<file path="src/rtl/grant_decoder_if.sv">
// Handshake and output bundle for grant_decoder: producer pushes {index, hold},
// consumer side exposes the timed one-hot strobe plus status.
interface grant_decoder_if #(
  parameter int DEPTH  = 4,
  parameter int HOLD_W = 4
);
  localparam int CW = $clog2(DEPTH) + 1;

  logic              in_valid;
  logic              in_ready;
  logic [2:0]        in_index;
  logic [HOLD_W-1:0] in_hold;
  logic              enable;
  logic [7:0]        out_onehot;
  logic              out_valid;
  logic              busy;
  logic [CW-1:0]     count;

  modport master (
    output in_valid, in_index, in_hold, enable,
    input  in_ready, out_onehot, out_valid, busy, count
  );

  modport slave (
    input  in_valid, in_index, in_hold, enable,
    output in_ready, out_onehot, out_valid, busy, count
  );
endinterface

</file>
<file path="src/rtl/grant_decoder.sv">
// Buffered, timed 3-to-8 decoder: queues {index, hold} entries and drives each
// decoded line for max(hold,1) enabled cycles, back-to-back with no gaps.
module grant_decoder #(
  parameter int DEPTH  = 4,
  parameter int HOLD_W = 4
) (
  input  logic           clk,
  input  logic           rst_n,
  grant_decoder_if.slave bus
);
  localparam int PW = $clog2(DEPTH);
  localparam int CW = PW + 1;

  typedef enum logic {IDLE, ACTIVE} state_t;

  typedef struct packed {
    logic [2:0]        index;
    logic [HOLD_W-1:0] hold;
  } entry_t;

  entry_t            mem [DEPTH];
  logic [PW-1:0]     wr_ptr, rd_ptr;
  logic [CW-1:0]     count_q;
  state_t            state;
  logic [2:0]        cur_index;
  logic [HOLD_W-1:0] hold_cnt;

  logic   push, pop, empty, last;
  entry_t head;

  assign bus.in_ready = (count_q != CW'(DEPTH));
  assign push         = bus.in_valid && bus.in_ready;
  assign empty        = (count_q == '0);
  assign last         = (hold_cnt == HOLD_W'(1));
  assign head         = mem[rd_ptr];
  // A pop happens on the IDLE->ACTIVE start or on the final cycle of an entry.
  assign pop          = bus.enable && !empty && (state == IDLE || last);

  always_ff @(posedge clk) begin
    if (push) mem[wr_ptr] <= '{index: bus.in_index, hold: bus.in_hold};
  end

  always_ff @(posedge clk or negedge rst_n) begin
    if (!rst_n) begin
      wr_ptr  <= '0;
      rd_ptr  <= '0;
      count_q <= '0;
    end else begin
      if (push) wr_ptr <= wr_ptr + PW'(1);
      if (pop)  rd_ptr <= rd_ptr + PW'(1);
      count_q <= count_q + CW'(push) - CW'(pop);
    end
  end

  always_ff @(posedge clk or negedge rst_n) begin
    if (!rst_n) begin
      state     <= IDLE;
      cur_index <= '0;
      hold_cnt  <= '0;
    end else begin
      case (state)
        IDLE: if (pop) begin
          state     <= ACTIVE;
          cur_index <= head.index;
          hold_cnt  <= (head.hold == '0) ? HOLD_W'(1) : head.hold;
        end
        ACTIVE: if (bus.enable) begin
          if (!last) begin
            hold_cnt <= hold_cnt - HOLD_W'(1);
          end else if (!empty) begin
            cur_index <= head.index;
            hold_cnt  <= (head.hold == '0) ? HOLD_W'(1) : head.hold;
          end else begin
            state <= IDLE;
          end
        end
        default: state <= IDLE;
      endcase
    end
  end

  assign bus.busy      = (state == ACTIVE);
  assign bus.out_valid = bus.busy && bus.enable;
  assign bus.count     = count_q;

  for (genvar i = 0; i < 8; i++) begin : g_line
    assign bus.out_onehot[i] = bus.out_valid && (cur_index == 3'(i));
  end
endmodule

</file>
<file path="src/flat_wrapper.sv">
// flat-port wrapper written by rule: the top's interface ports become plain ports
module grant_decoder_flat 
#(
  parameter int DEPTH  = 4,
  parameter int HOLD_W = 4
)
  (clk, rst_n, bus_in_valid, bus_in_index, bus_in_hold, bus_enable, bus_in_ready, bus_out_onehot, bus_out_valid, bus_busy, bus_count);
  grant_decoder_if #(.DEPTH(DEPTH), .HOLD_W(HOLD_W)) bus_i ();
  input  logic clk;
  input  logic rst_n;
  input wire logic [$bits(bus_i.in_valid)-1:0] bus_in_valid;
  input wire logic [$bits(bus_i.in_index)-1:0] bus_in_index;
  input wire logic [$bits(bus_i.in_hold)-1:0] bus_in_hold;
  input wire logic [$bits(bus_i.enable)-1:0] bus_enable;
  output wire logic [$bits(bus_i.in_ready)-1:0] bus_in_ready;
  output wire logic [$bits(bus_i.out_onehot)-1:0] bus_out_onehot;
  output wire logic [$bits(bus_i.out_valid)-1:0] bus_out_valid;
  output wire logic [$bits(bus_i.busy)-1:0] bus_busy;
  output wire logic [$bits(bus_i.count)-1:0] bus_count;
  assign bus_i.in_valid = bus_in_valid;
  assign bus_i.in_index = bus_in_index;
  assign bus_i.in_hold = bus_in_hold;
  assign bus_i.enable = bus_enable;
  assign bus_in_ready = bus_i.in_ready;
  assign bus_out_onehot = bus_i.out_onehot;
  assign bus_out_valid = bus_i.out_valid;
  assign bus_busy = bus_i.busy;
  assign bus_count = bus_i.count;
  grant_decoder #(.DEPTH(DEPTH), .HOLD_W(HOLD_W)) u_core (.clk(clk), .rst_n(rst_n), .bus(bus_i));
endmodule
</file>
<file path="config.mk">
export PLATFORM = sky130hd
export DESIGN_NAME = grant_decoder_flat
export DESIGN_NICKNAME = d
export VERILOG_FILES = /design/src/rtl/grant_decoder_if.sv /design/src/rtl/grant_decoder.sv /design/src/flat_wrapper.sv
export SDC_FILE = /design/constraint.sdc
export NUM_CORES = 1
export LEC_CHECK = 0
export CAP_MARGIN = 10
export CORE_MARGIN = 4
export CORE_UTILIZATION = 35
export CTS_CLUSTER_SIZE = 28
export DETAILED_ROUTE_END_ITERATION = 7
export DONT_BUFFER_PORTS = 1
export GPL_TIMING_DRIVEN = 1
export PLACE_DENSITY = 0.59
export SLEW_MARGIN = 30
export SYNTH_ARGS = -nofsm -noshare
export SYNTH_HDL_FRONTEND = slang
export SYNTH_SLANG_ARGS = --single-unit
</file>
<file path="constraint.sdc">
create_clock -name clk -period 2.6 [get_ports clk]
set_input_delay 0.52 -clock clk [delete_from_list [all_inputs] [get_ports clk]]
set_output_delay 0.52 -clock clk [all_outputs]
set_load 0.005 [all_outputs]
</file>
==> metrics.md <==
| Metric | Value |
|---|---|
| Yosys cell types | `32` |
| Crit path top cell by count | `ha_1` |
| Final number of setup-violating endpoints | `0` |
| Nets | `155` |
| P&R area growth vs syn | `9.025%` |
| Largest net degree at the start of global routing | `16` |
| Most frequent cell after synthesis | `edfxtp_1` |
| Max cap viols | `0` |
| CP bufs+invs | `2` |
| WP data required | `2.82 ns` |
| EDFF count, synth | `28` |
| Met2 global-route usage | `19.39%` |
| Worst path slowest cell | `or3b_1` |
| RD Place Congestion | `0.7405` |
| Clk slew on worst S/H paths | `0.08 ns` |
| Synth Flop Type | `edfxtp_1` |
| CTS tree | `done` |
| TNS Setup | `0 ns` |
| Met1 Track Usage GR | `12.86%` |
| Total number of H-tree levels | `2` |
| Placed cell areas | `1993 um^2` |
| Post-Synth XOR/XNOR Area | `2.289%` |
| Fillers | `492` |
| Final Skew | `0.007658 ns` |
| CTS Sinks | `43` |
| Overall power | `2.244 mW` |
| Antenna Cells | `0` |
| CTS Root Buffer Type | `clkbuf_8` |
| Width of the die | `81.93 um` |
| Crit path launch type | `flop` |
| Initial Utilization | `36.75%` |
| Layout cells sized above 1 | `16.30%` |
| #FFs+latches synth | `43` |
| Post-layout minimum cycle time | `2.405 ns` |
| CTS Hold Bufs | `1` |
| Synthesized area | `1913 um^2` |
| # resized after CTS | `0` |
| Worst IR Drop VDD | `490.2 uV` |
| Number of detailed-route iterations in the first pass | `4` |
| Crit Path Category | `flop to flop` |
| CTS Buf Count | `5` |
| DR WL/cell | `16.95 um` |
| DP Cell Count | `197` |
| Final ANT Viol Nets | `0` |
| Average size of a mapped cell | `14.95 um^2` |
| Overall Global Routing Usage | `11.45%` |
| Crit end category | `flop` |
| CP delay by family, top | `adder cells` |
| Die height | `81.93 um` |
| Buffers on Ports | `0` |
| Vias per cell | `5.239` |
| Synth Area in Compound Gates | `4.840%` |
| Synth area leaders | `edfxtp_1 44%, dfrtp_1 20%, mux4_2 8.2%` |
| Core Util, Final | `40.07%` |
| Power Density | `1076 nW/um^2` |
| Crit Path Max Fanout | `4` |
| Die area | `6713 um^2` |
| Final Non-Filler Cells | `205` |
| Syn Inst Count | `128` |
| Yosys top cell by area | `edfxtp_1` |
| Max_slew headroom | `51.67%` |
| CTS max path bufs | `2` |
| Cell Chain, Critical Path | `inv_1 > ha_1 > or3b_1 > a21oi_2 > ha_1 > inv_1 > ha_1 > fa_1 > xnor2_1 > xnor2_1` |
| Row cnt | `26` |
| Slew @ Worst Pin | `0.7225 ns` |
| Largest family of logic cells by synthesized area | `multiplexers` |
| Max Transition Viols Final | `0` |
| LEAKAGE | `0.7884 nW` |
| Antenna violations before repair | `0` |
| Fin. Hold Viols | `0` |
| Ys async rst share | `34.88%` |
| Most Crowded Layer GR | `met2` |
| WL final | `3.475 mm` |
| Worst hold margin | `0.3189 ns` |
| Post-synthesis adder-cell area fraction | `6.279%` |
| Tcrit/Tclk final | `92.51%` |
| DP Worst Slack | `0.2109 ns` |
| Yosys top cell area share | `43.95%` |
| Number of post-CTS setup repair buffers | `0` |
| Vias in the first global route | `1,091` |
| Vias | `1,074` |
| Post-synthesis mux area share | `10.60%` |
| Cell area after layout | `2086 um^2` |
| Post-route DRC | `0` |
| Hold crit path type | `input pin to flop` |
| Core area | `5205 um^2` |
| Commonest cells in the netlist | `28 x edfxtp_1, 15 x dfrtp_1, 12 x inv_1` |
| Hpwl dp | `2.563 mm` |
| Boundary pin count | `25` |
| FMAX | `0.4158 GHz` |
| Grt ovf | `0` |
| Run status | `complete, no violations` |
| Final Worst Setup Slack | `0.1948 ns` |
| Met3 Usage GRT | `4.605%` |
| Largest stage delay, worst path | `0.43 ns` |
| Synth Area in Simple Gates | `9.287%` |
| Clock Latency Late Sink | `0.29 ns` |
| RSZ-0062 raised after global routing | `no` |
| Syn_nets | `148` |
| Drt initial violations | `48` |
| Arrival time worst endpoint | `2.63 ns` |
| Global-route wire length before repair | `5.451 mm` |
| Warnings, synthesis | `0` |
| Sequential share of the synthesized area | `63.57%` |
==> cell type report <==
class | count | area, um^2 | area share, %
repair buffers | 2 | 17.52 | 0.8398
well taps | 70 | 87.58 | 4.199
flip-flops and latches | 43 | 1216 | 58.31
clock inverters | 2 | 13.76 | 0.6599
inverters | 12 | 45.04 | 2.160
multi-input cells | 71 | 636.9 | 30.53
clock buffers | 5 | 68.82 | 3.299
==> cells by family (layout without fill, tap and decap cells) <==
| family | count (synthesis) | after routing |
|---|---|---|
| xor+xnor | 5 | 5 |
| fa+ha+maj | 9 | 9 |
| flops | 43 | 43 |
| simple gates | 34 | 34 |
| buf+inv | 14 | 21 |
| mux | 11 | 11 |
| compound gates | 12 | 12 |
==> report_power, final <==
group / total (mW) / internal, mW / leakage, nW / switching (mW)
Clock: 0.399 / 0.183 / 0.0440 / 0.216
Sequential: 1.16 / 0.947 / 0.428 / 0.218
Combinational: 0.681 / 0.339 / 0.316 / 0.342
==> layer usage <==
metal / vias up / wire length, um
met5: - / 0
met3: 5 / 252
met2: 35 / 1784
met1: 560 / 1391
li1: 474 / -
met4: 0 / 46
==> cells in the final DEF (no fill, tap or decap), drive strengths merged, types with 3 or more instances in the layout <==
| cell type | Yosys | final |
|---|---|---|
| edfxtp | 28 | 28 |
| dfrtp | 15 | 15 |
| inv | 12 | 12 |
| nor2 | 8 | 8 |
| ha | 8 | 8 |
| mux4 | 7 | 7 |
| nand2 | 6 | 6 |
| clkbuf | 1 | 5 |
| o21ai | 5 | 5 |
| xnor2 | 4 | 4 |
| and3 | 4 | 4 |
| nor3 | 4 | 4 |
| mux2 | 4 | 4 |
| nand3 | 3 | 3 |
| nand2b | 3 | 3 |
==> flip-flops by register name, indices dropped and copies added (netlist names) <==
name              count
u_core.bus.count      3
u_core.cur_index      3
u_core.rd_ptr         2
u_core.bus.busy       1
u_core.hold_cnt       4
u_core.wr_ptr         2
u_core.mem           28
==> path summary, 6_finish.rpt <==
| path | startpoint | end | slack [ns] | depth (start not counted) |
|---|---|---|---|---|
| max in group asynchronous | rst_n | u_core.hold_cnt[0] | 1.42 | 1 |
| min reg2reg | u_core.cur_index[1] | u_core.cur_index[1] | 0.54 | 1 |
| max reg2reg | u_core.hold_cnt[1] | u_core.bus.count[2] | 0.19 | 10 |
| min | bus_in_hold[1] | u_core.mem[2][1] | 0.32 | 0 |
| max | u_core.hold_cnt[1] | u_core.bus.count[2] | 0.19 | 10 |
| min in group asynchronous | rst_n | u_core.bus.busy | 0.72 | 1 |
Power figures use the tool's default switching activity.
